**src/rtl/menu_ctrl.sv**
```systemverilog
// Title-menu / game-flow screen sequencer: key edge detection, menu selection with
// frame-synchronous highlight blink, timed fade to gameplay, and game_start pulse.
module menu_ctrl #(
  parameter int         N_ITEMS          = 3,
  parameter int         BLINK_FRAMES     = 16,
  parameter int         FADE_STEP_FRAMES = 2,
  parameter logic [7:0] KEY_UP           = 8'h52,
  parameter logic [7:0] KEY_DOWN         = 8'h51,
  parameter logic [7:0] KEY_ENTER        = 8'h28,
  parameter logic [7:0] KEY_ESC          = 8'h29
) (
  input  logic       vga_clk,
  input  logic       reset_n,
  input  logic       frame_tick,
  input  logic [7:0] keycode,
  input  logic       game_over,
  output logic [1:0] screen,
  output logic [1:0] sel_item,
  output logic       highlight_on,
  output logic [3:0] fade_level,
  output logic       game_start
);

  localparam int BW = (BLINK_FRAMES > 1) ? $clog2(BLINK_FRAMES) : 1;
  localparam int FW = (FADE_STEP_FRAMES > 1) ? $clog2(FADE_STEP_FRAMES) : 1;
  localparam logic [BW-1:0] BLINK_LAST = BW'(BLINK_FRAMES - 1);
  localparam logic [FW-1:0] FADE_LAST  = FW'(FADE_STEP_FRAMES - 1);
  localparam logic [1:0]    SEL_LAST   = 2'(N_ITEMS - 1);

  // Low two bits of the encoding double as the reported screen code.
  typedef enum logic [2:0] {
    S_MENU = 3'd0,
    S_HELP = 3'd1,
    S_GAME = 3'd2,
    S_OVER = 3'd3,
    S_FADE = 3'd4
  } state_t;

  state_t        r_state, w_state_n;
  logic [1:0]    r_screen, w_screen_n;
  logic [1:0]    r_sel, w_sel_n;
  logic          r_hl, w_hl_n;
  logic [3:0]    r_fade, w_fade_n;
  logic          r_start, w_start_n;
  logic [BW-1:0] r_bcnt, w_bcnt_n;
  logic [FW-1:0] r_fcnt, w_fcnt_n;
  logic [7:0]    r_key_q;

  logic w_ev_up, w_ev_down, w_ev_enter, w_ev_esc;

  // A key only counts on the cycle its code first appears.
  assign w_ev_up    = (keycode == KEY_UP)    && (keycode != r_key_q);
  assign w_ev_down  = (keycode == KEY_DOWN)  && (keycode != r_key_q);
  assign w_ev_enter = (keycode == KEY_ENTER) && (keycode != r_key_q);
  assign w_ev_esc   = (keycode == KEY_ESC)   && (keycode != r_key_q);

  always_ff @(posedge vga_clk) begin
    if (!reset_n) begin
      r_state  <= S_MENU;
      r_screen <= 2'd0;
      r_sel    <= 2'd0;
      r_hl     <= 1'b1;
      r_fade   <= 4'hF;
      r_start  <= 1'b0;
      r_bcnt   <= '0;
      r_fcnt   <= '0;
      r_key_q  <= 8'h00;
    end else begin
      r_state  <= w_state_n;
      r_screen <= w_screen_n;
      r_sel    <= w_sel_n;
      r_hl     <= w_hl_n;
      r_fade   <= w_fade_n;
      r_start  <= w_start_n;
      r_bcnt   <= w_bcnt_n;
      r_fcnt   <= w_fcnt_n;
      r_key_q  <= keycode;
    end
  end

  always_comb begin
    w_state_n = r_state;
    w_sel_n   = r_sel;
    w_hl_n    = r_hl;
    w_fade_n  = r_fade;
    w_start_n = 1'b0;
    w_bcnt_n  = r_bcnt;
    w_fcnt_n  = r_fcnt;
    if (r_state != S_MENU) begin
      w_hl_n   = 1'b1;
      w_bcnt_n = '0;
    end
    case (r_state)
      S_MENU: begin
        if (frame_tick) begin
          if (r_bcnt == BLINK_LAST) begin
            w_bcnt_n = '0;
            w_hl_n   = ~r_hl;
          end else begin
            w_bcnt_n = r_bcnt + 1'b1;
          end
        end
        // A selection change beats a coincident blink toggle.
        if (w_ev_up || w_ev_down) begin
          if (w_ev_up) w_sel_n = (r_sel == 2'd0) ? SEL_LAST : r_sel - 2'd1;
          else         w_sel_n = (r_sel == SEL_LAST) ? 2'd0 : r_sel + 2'd1;
          w_hl_n   = 1'b1;
          w_bcnt_n = '0;
        end else if (w_ev_enter && r_sel == 2'd0) begin
          w_state_n = S_FADE;
          w_fade_n  = 4'hF;
          w_fcnt_n  = '0;
          w_hl_n    = 1'b1;
          w_bcnt_n  = '0;
        end else if (w_ev_enter && r_sel == 2'd1) begin
          w_state_n = S_HELP;
          w_hl_n    = 1'b1;
          w_bcnt_n  = '0;
        end
      end
      S_FADE: begin
        if (frame_tick) begin
          if (r_fcnt == FADE_LAST) begin
            w_fcnt_n = '0;
            if (r_fade == 4'd0) begin
              w_state_n = S_GAME;
              w_start_n = 1'b1;
              w_fade_n  = 4'hF;
            end else begin
              w_fade_n = r_fade - 4'd1;
            end
          end else begin
            w_fcnt_n = r_fcnt + 1'b1;
          end
        end
      end
      S_GAME: begin
        if (game_over) begin
          w_state_n = S_OVER;
        end else if (w_ev_esc) begin
          w_state_n = S_MENU;
          w_sel_n   = 2'd0;
        end
      end
      S_OVER: begin
        if (w_ev_enter || w_ev_esc) begin
          w_state_n = S_MENU;
          w_sel_n   = 2'd0;
        end
      end
      S_HELP: begin
        if (w_ev_enter || w_ev_esc) w_state_n = S_MENU;
      end
      default: w_state_n = S_MENU;
    endcase
    w_screen_n = (w_state_n == S_FADE) ? 2'd0 : w_state_n[1:0];
  end

  assign screen       = r_screen;
  assign sel_item     = r_sel;
  assign highlight_on = r_hl;
  assign fade_level   = r_fade;
  assign game_start   = r_start;

endmodule

```
**config.mk**
```make
export PLATFORM = sky130hd
export DESIGN_NAME = menu_ctrl
export DESIGN_NICKNAME = d
export VERILOG_FILES = /design/src/rtl/menu_ctrl.sv
export SDC_FILE = /design/constraint.sdc
export NUM_CORES = 1
export LEC_CHECK = 0
export BUFFER_PORTS_ARGS = -buffer_cell sky130_fd_sc_hd__buf_2
export CAP_MARGIN = 10
export CORE_MARGIN = 2
export CORE_UTILIZATION = 55
export CTS_CLUSTER_DIAMETER = 30
export CTS_CLUSTER_SIZE = 8
export DETAILED_ROUTE_END_ITERATION = 10
export GPL_ROUTABILITY_DRIVEN = 0
export PLACE_DENSITY = 0.89
export SETUP_SLACK_MARGIN = 0.02
export SYNTH_ARGS = -nofsm -noshare
export SYNTH_HDL_FRONTEND = slang
export SYNTH_SLANG_ARGS = --single-unit
```
**constraint.sdc**
```tcl
create_clock -name vga_clk -period 2.08 [get_ports vga_clk]
set_input_delay 0.104 -clock vga_clk [delete_from_list [all_inputs] [get_ports vga_clk]]
set_output_delay 0.104 -clock vga_clk [all_outputs]
set_load 0.005 [all_outputs]
```
## Yosys cells after proc, flatten, opt, wreduce, memory -nomap -nowiden

Cells that the tools add are included.

- Logic and storage cells: 101
- Output and inout port bits: 10
- Register bits: 26

- Add/sub/neg operators: 5
- Muxes and demuxes: 44
- Bitwise operators: 2
- Equal/unequal tests: 21
- Reductions and logical operators: 20

Operators with widths:

| cell | count |
|---|---|
| two-way mux 4 bit | 12 |
| two-way mux 3 bit | 9 |
| == test 8 x 6 -> 1 bit, second input constant | 2 |
| == test 8 x 7 -> 1 bit, second input constant | 2 |
| inequality test 2 bit, second input constant | 8 |
| two-way mux 2 bit | 7 |
| two-way mux 1 bit | 12 |
| one-hot mux 3 bit (4 select lines) | 1 |
| AND reduction 5 bit | 2 |
| inequality test 8 bit | 1 |
| one-hot mux 4 bit (2 select lines) | 1 |
| AND reduction 4 bit | 2 |
| == test 3 x 2 -> 1 bit, second input constant | 2 |
| == test 3 bit, second input constant | 2 |
| logical AND 1 bit | 6 |
| one-hot mux 2 bit (3 select lines) | 1 |
| nonzero test 3 bit | 2 |
| adder 4 x 1 -> 4 bit, second input constant | 1 |
| == test 4 bit, second input constant | 1 |
| logical NOT 4 bit | 1 |
| OR reduction 2 bit | 2 |
| subtractor 4 x 1 -> 4 bit, second input constant | 1 |
| == test 3 x 1 -> 1 bit, second input constant | 1 |
| logical NOT 3 bit | 1 |
| 10 further kinds | 12 |

## Logic depth before layout (Yosys ltp)

- Word-level depth: 9
- Mapped depth: 7
- Gate-level depth less buffers: 7

## Worst setup path after synthesis

No wires, ideal clock.

- Kind: register -> register
- Start point: reg r_key_q[3]
- End point: reg r_state[0]
- Setup time: 117 ps
- Slack: 570 ps
- Cell stages (with the launch flop): 6
- Buffers on the path: 0
- Arrival: 1394 ps
- Cell sequence: dfxtp_1 -> xor2_1 -> nor4_2 -> a211oi_4 -> a31o_2 -> a22o_1

- Longest elaborated chain between the ends: 7

Ends and longest elaborated chain:

| what | RTL line | text |
|---|---|---|
| start: declaration | 47 | `logic [7:0] r_key_q;` |
| start signal: assignment | 77 | `r_key_q <= keycode;` |
| inequality test 8 bit * | - |  |
| logical AND 1 bit | 54 | `assign w_ev_enter = (keycode == KEY_ENTER) && (keycode != r_key_q);` |
| logical AND 1 bit | 115 | `end else if (w_ev_enter && r_sel == 2'd1) begin` |
| two-way mux 3 bit | 115 |  |
| two-way mux 3 bit | 109 | `end else if (w_ev_enter && r_sel == 2'd0) begin` |
| two-way mux 3 bit | 104 | `if (w_ev_up \|\| w_ev_down) begin` |
| one-hot mux 3 bit (4 select lines) * | 93 | `case (r_state)` |
| end signal: assignment | 69 | `r_state <= w_state_n;` |
| end: declaration | 39 | `state_t r_state, w_state_n;` |

Mark *: on every way between the ends. The rest lies on a longest branch, timed or not.
A chain may end at the register's enable or synchronous reset.

## Final worst setup path

- Start point: reg r_key_q[5]
- End point: reg r_state[0]

Same word-level chain as after synthesis.

==> out/qor.csv <==
stage,metric,value,unit
logic_synthesis,Main synth FF type,dfxtp_1,
logic_synthesis,Synth Net Count,168,
floorplan,area enclosed by the die boundary,2892,um^2
clocking,maximum clock insertion buffer count,2,
routing,count of vias placed by the detailed router,1220,
placed_design,final HPWL from detailed placement,2188,um
logic_synthesis,post-synthesis average cell area,9.024,um^2
power,peak ir drop on the vdd network,483.0,uV
critical_path,end of the worst register-to-register path,r_state[0],
clocking,clock insertion delay at the later pin of the skew report,320,ps
final_layout,proportion of layout cells with a drive suffix above 1,0.2126,
critical_path,CP Max Fanout,10,
critical_path,Required @ worst endpoint,2310,ps
run,number of max-capacitance violations reported,0,
logic_synthesis,proportion of synthesized chip area in sequential cells,0.3820,
final_layout,Sequential Area,520.5,um^2
global_route,number of global-route vias before repair,1116,
clocking,clock tree from TritonCTS,done,
global_route,number of antenna violations at the first check in global routing,0,
final_layout,final standard cell area without fillers,1538,um^2
sta,final number of max-transition violations,0,
final_layout,number of nets in the layout,192,
final_layout,Fillers,208,
floorplan,number of top-level pins,22,
clocking,post-CTS clock slew at the launch and capture registers of the worst setup and hold paths,140,ps
critical_path,cell with the largest stage delay on the worst path,a211oi_4,
routing,violation count after the first detailed-routing iteration,43,
sta,final worst path period share,0.8155,
global_route,largest net degree at the start of global routing,20,
sta,final number of setup-violating endpoints,0,
global_route,GR Overflow Total,0,
power,static leakage,0.6980,nW
critical_path,capture point of the critical path,r_state[0],
floorplan,row count,18,
power,Power Dens Cells,559.1,nW/um^2
floorplan,die outline height,53.78,um
clocking,number of buffers added to fix hold violations after cts,0,
logic_synthesis,post-synthesis instance area,1363,um^2
floorplan,placeable core area,2410,um^2
final_layout,n_diodes,0,
logic_synthesis,Cells after Synth,151,
critical_path,"Largest stage delay, worst path",500,ps
clocking,number of resized instances in the post-cts repair step,0,
sta,unrepaired setup endpoints after global routing,no,
sta,achievable clock frequency,589.6,MHz
worst_hold_path,classification of the worst-slack hold path,in -> reg,
routing,average wire length per cell after detail routing,14.28,um
placed_design,# port buffers,21,
logic_synthesis,share of synthesized flip-flops with an asynchronous set or reset,0,
sta,total count of hold-check failures in the final report,0,
global_route,global routing usage summed across all routing layers,0.2247,
logic_synthesis,Cell variety after synth,37,
critical_path,setup slack on the worst flop-to-flop path,380,ps
critical_path,worst reg2reg startpoint,r_key_q[5],
placed_design,DP Area,1501,um^2
clocking,Root Buffer Master,clkbuf_4,
routing,number of antenna-violating nets in the routed design,0,
final_layout,combined area of the multi-input logic cells,785.8,um^2
sta,worst hold slack,25.11,ps
logic_synthesis,"EDFF count, synth",0,
sta,pin slew with the least headroom to its limit,514.7,ps
routing,total iterations of the first detailed-routing run,4,
critical_path,Crit. End Element,flop,
critical_path,arrival time of data at the critical path endpoint,1920,ps
logic_synthesis,warnings from Yosys,0,
sta,Slew HR,0.6522,
routing,Avg Vias per Cell,5.980,
clocking,count of clock tree sinks,26,
critical_path,FF-to-FF path depth,5,
floorplan,horizontal die dimension,53.78,um
clocking,TritonCTS Buffers,3,
critical_path,launch point of the worst path,r_key_q[5],
final_layout,Area Overhead vs Synth,12.86,%
clocking,number of levels the H-tree was split into,1,
sta,post-layout min period,1696,ps
sta,final-layout setup total negative slack,0,ps
status,result of the run,"finished, final reports clean",
global_route,first-pass GRT wire length,4698,um
routing,# DRC,0,
logic_synthesis,flop and latch count out of synthesis,26,
routing,Detailed Route WL,2913,um
clocking,post-CTS setup buffer count,0,
power,total design power,859.7,uW
critical_path,critical path startpoint category,flop,
critical_path,startpoint-to-endpoint class of the critical path,reg -> reg,
floorplan,starting density of the core,0.5654,
sta,Layout Skew,1.190,ps
critical_path,sequence of cells on the critical path,xor2_1 -> nor4_2 -> a211oi_4 -> a31oi_1 -> a22o_1,
==> cell families (layout without fill, tap and decap cells) <==
kind of cell,Yosys count,after routing,synth area share
and+or+nand+nor,58,58,0.2498
xor gates and xnor gates,10,10,0.06428
buffers and inverters,15,38,0.04132
adders and majority gates,5,5,0.04591
AOI/OAI and AO/OA,37,37,0.2167
DFF,26,26,0.3820
==> placed cells by master, fill, tap and decap left out, types with 2 or more instances in the layout <==
cell,instances
a21oi_1,9
a31o_2,5
nand2_1,9
nor3_1,2
nand2b_1,3
nor4bb_1,2
nor2b_1,2
nor2_1,11
ha_1,5
a21o_1,2
inv_1,12
and3_1,6
dfxtp_1,26
nor3b_1,3
nand3_1,2
clkbuf_4,3
xor2_1,10
a22oi_1,2
a22o_1,3
a31oi_1,3
nand4_1,4
o21ai_0,4
and2_1,8
buf_2,21
nor4_2,2
==> cell usage after synthesis (4+ instances only) <==
library cell  count  area (um^2)
and3_1            6        37.54
and2_1            8        50.05
a21oi_1           9        45.04
dfxtp_1          26        520.5
nor2_1           11        41.29
a31o_2            5        43.79
ha_1              5        62.56
xor2_1           10        87.58
nand2_1           9        33.78
nand4_1           4        25.02
inv_1            12        45.04
o21ai_0           4        20.02
==> per-layer routing <==
| metal | up-vias | part of all wire | GRT usage |
|---|---|---|---|
| met4 | 0 | 0.030 | 0.1111 |
| met3 | 11 | 0.057 | 0.02500 |
| met5 | - | 0 | 0 |
| met2 | 48 | 0.51 | 0.4146 |
| li1 | 588 | - | - |
| met1 | 573 | 0.40 | 0.2517 |
==> cell type report <==
cell class / count / share of cell area
Multi-Input combinational cell: 110 / 0.5110
Sequential cell: 26 / 0.3385
Timing Repair Buffer: 22 / 0.07323
Inverter: 12 / 0.02929
Tap cell: 30 / 0.02441
Clock buffer: 4 / 0.02360
==> power breakdown <==
group	switching [mW]	total (mW)	internal, mW
clock	0.149	0.256	0.107
sequential	0.00768	0.517	0.510
combinational	0.0506	0.0865	0.0359
==> how the worst min path moves through the flow <==
stage               startpoint    endpoint  slack [ps]  depth (start not counted)
finish              keycode[4]  r_key_q[4]          30                          2
floorplan           keycode[0]  r_key_q[0]         230                          1
detailed placement  keycode[6]  r_key_q[6]         360                          2
global placement    keycode[6]  r_key_q[6]         360                          2
global route        keycode[4]  r_key_q[4]          20                          2
CTS                 keycode[4]  r_key_q[4]          20                          2
==> flip-flops by register name, indices dropped and copies added (netlist names) <==
name / count
r_key_q: 8
fade_level: 4
r_bcnt: 4
r_state: 3
screen: 2
sel_item: 2
game_start: 1
highlight_on: 1
r_fcnt: 1
==> per-stage QoR <==
stage	setup slack [ps]	cells	util
finish	383.8	204	0.6381
global route	251.7	204	0.6381
CTS	395.8	204	0.6381
detailed placement	449.0	200	0.6231
global placement	512.8	200	0.6231
floorplan	569.7	151	-
==> critical path, delay by kind of cell (launching register included) <==
kind	cells	cell delay (ps)
DFF	1	350
xor gates and xnor gates	1	190
and+or+nand+nor	1	90
AOI/OAI and AO/OA	3	960
No activity file was read; power rests on OpenSTA's default activity.
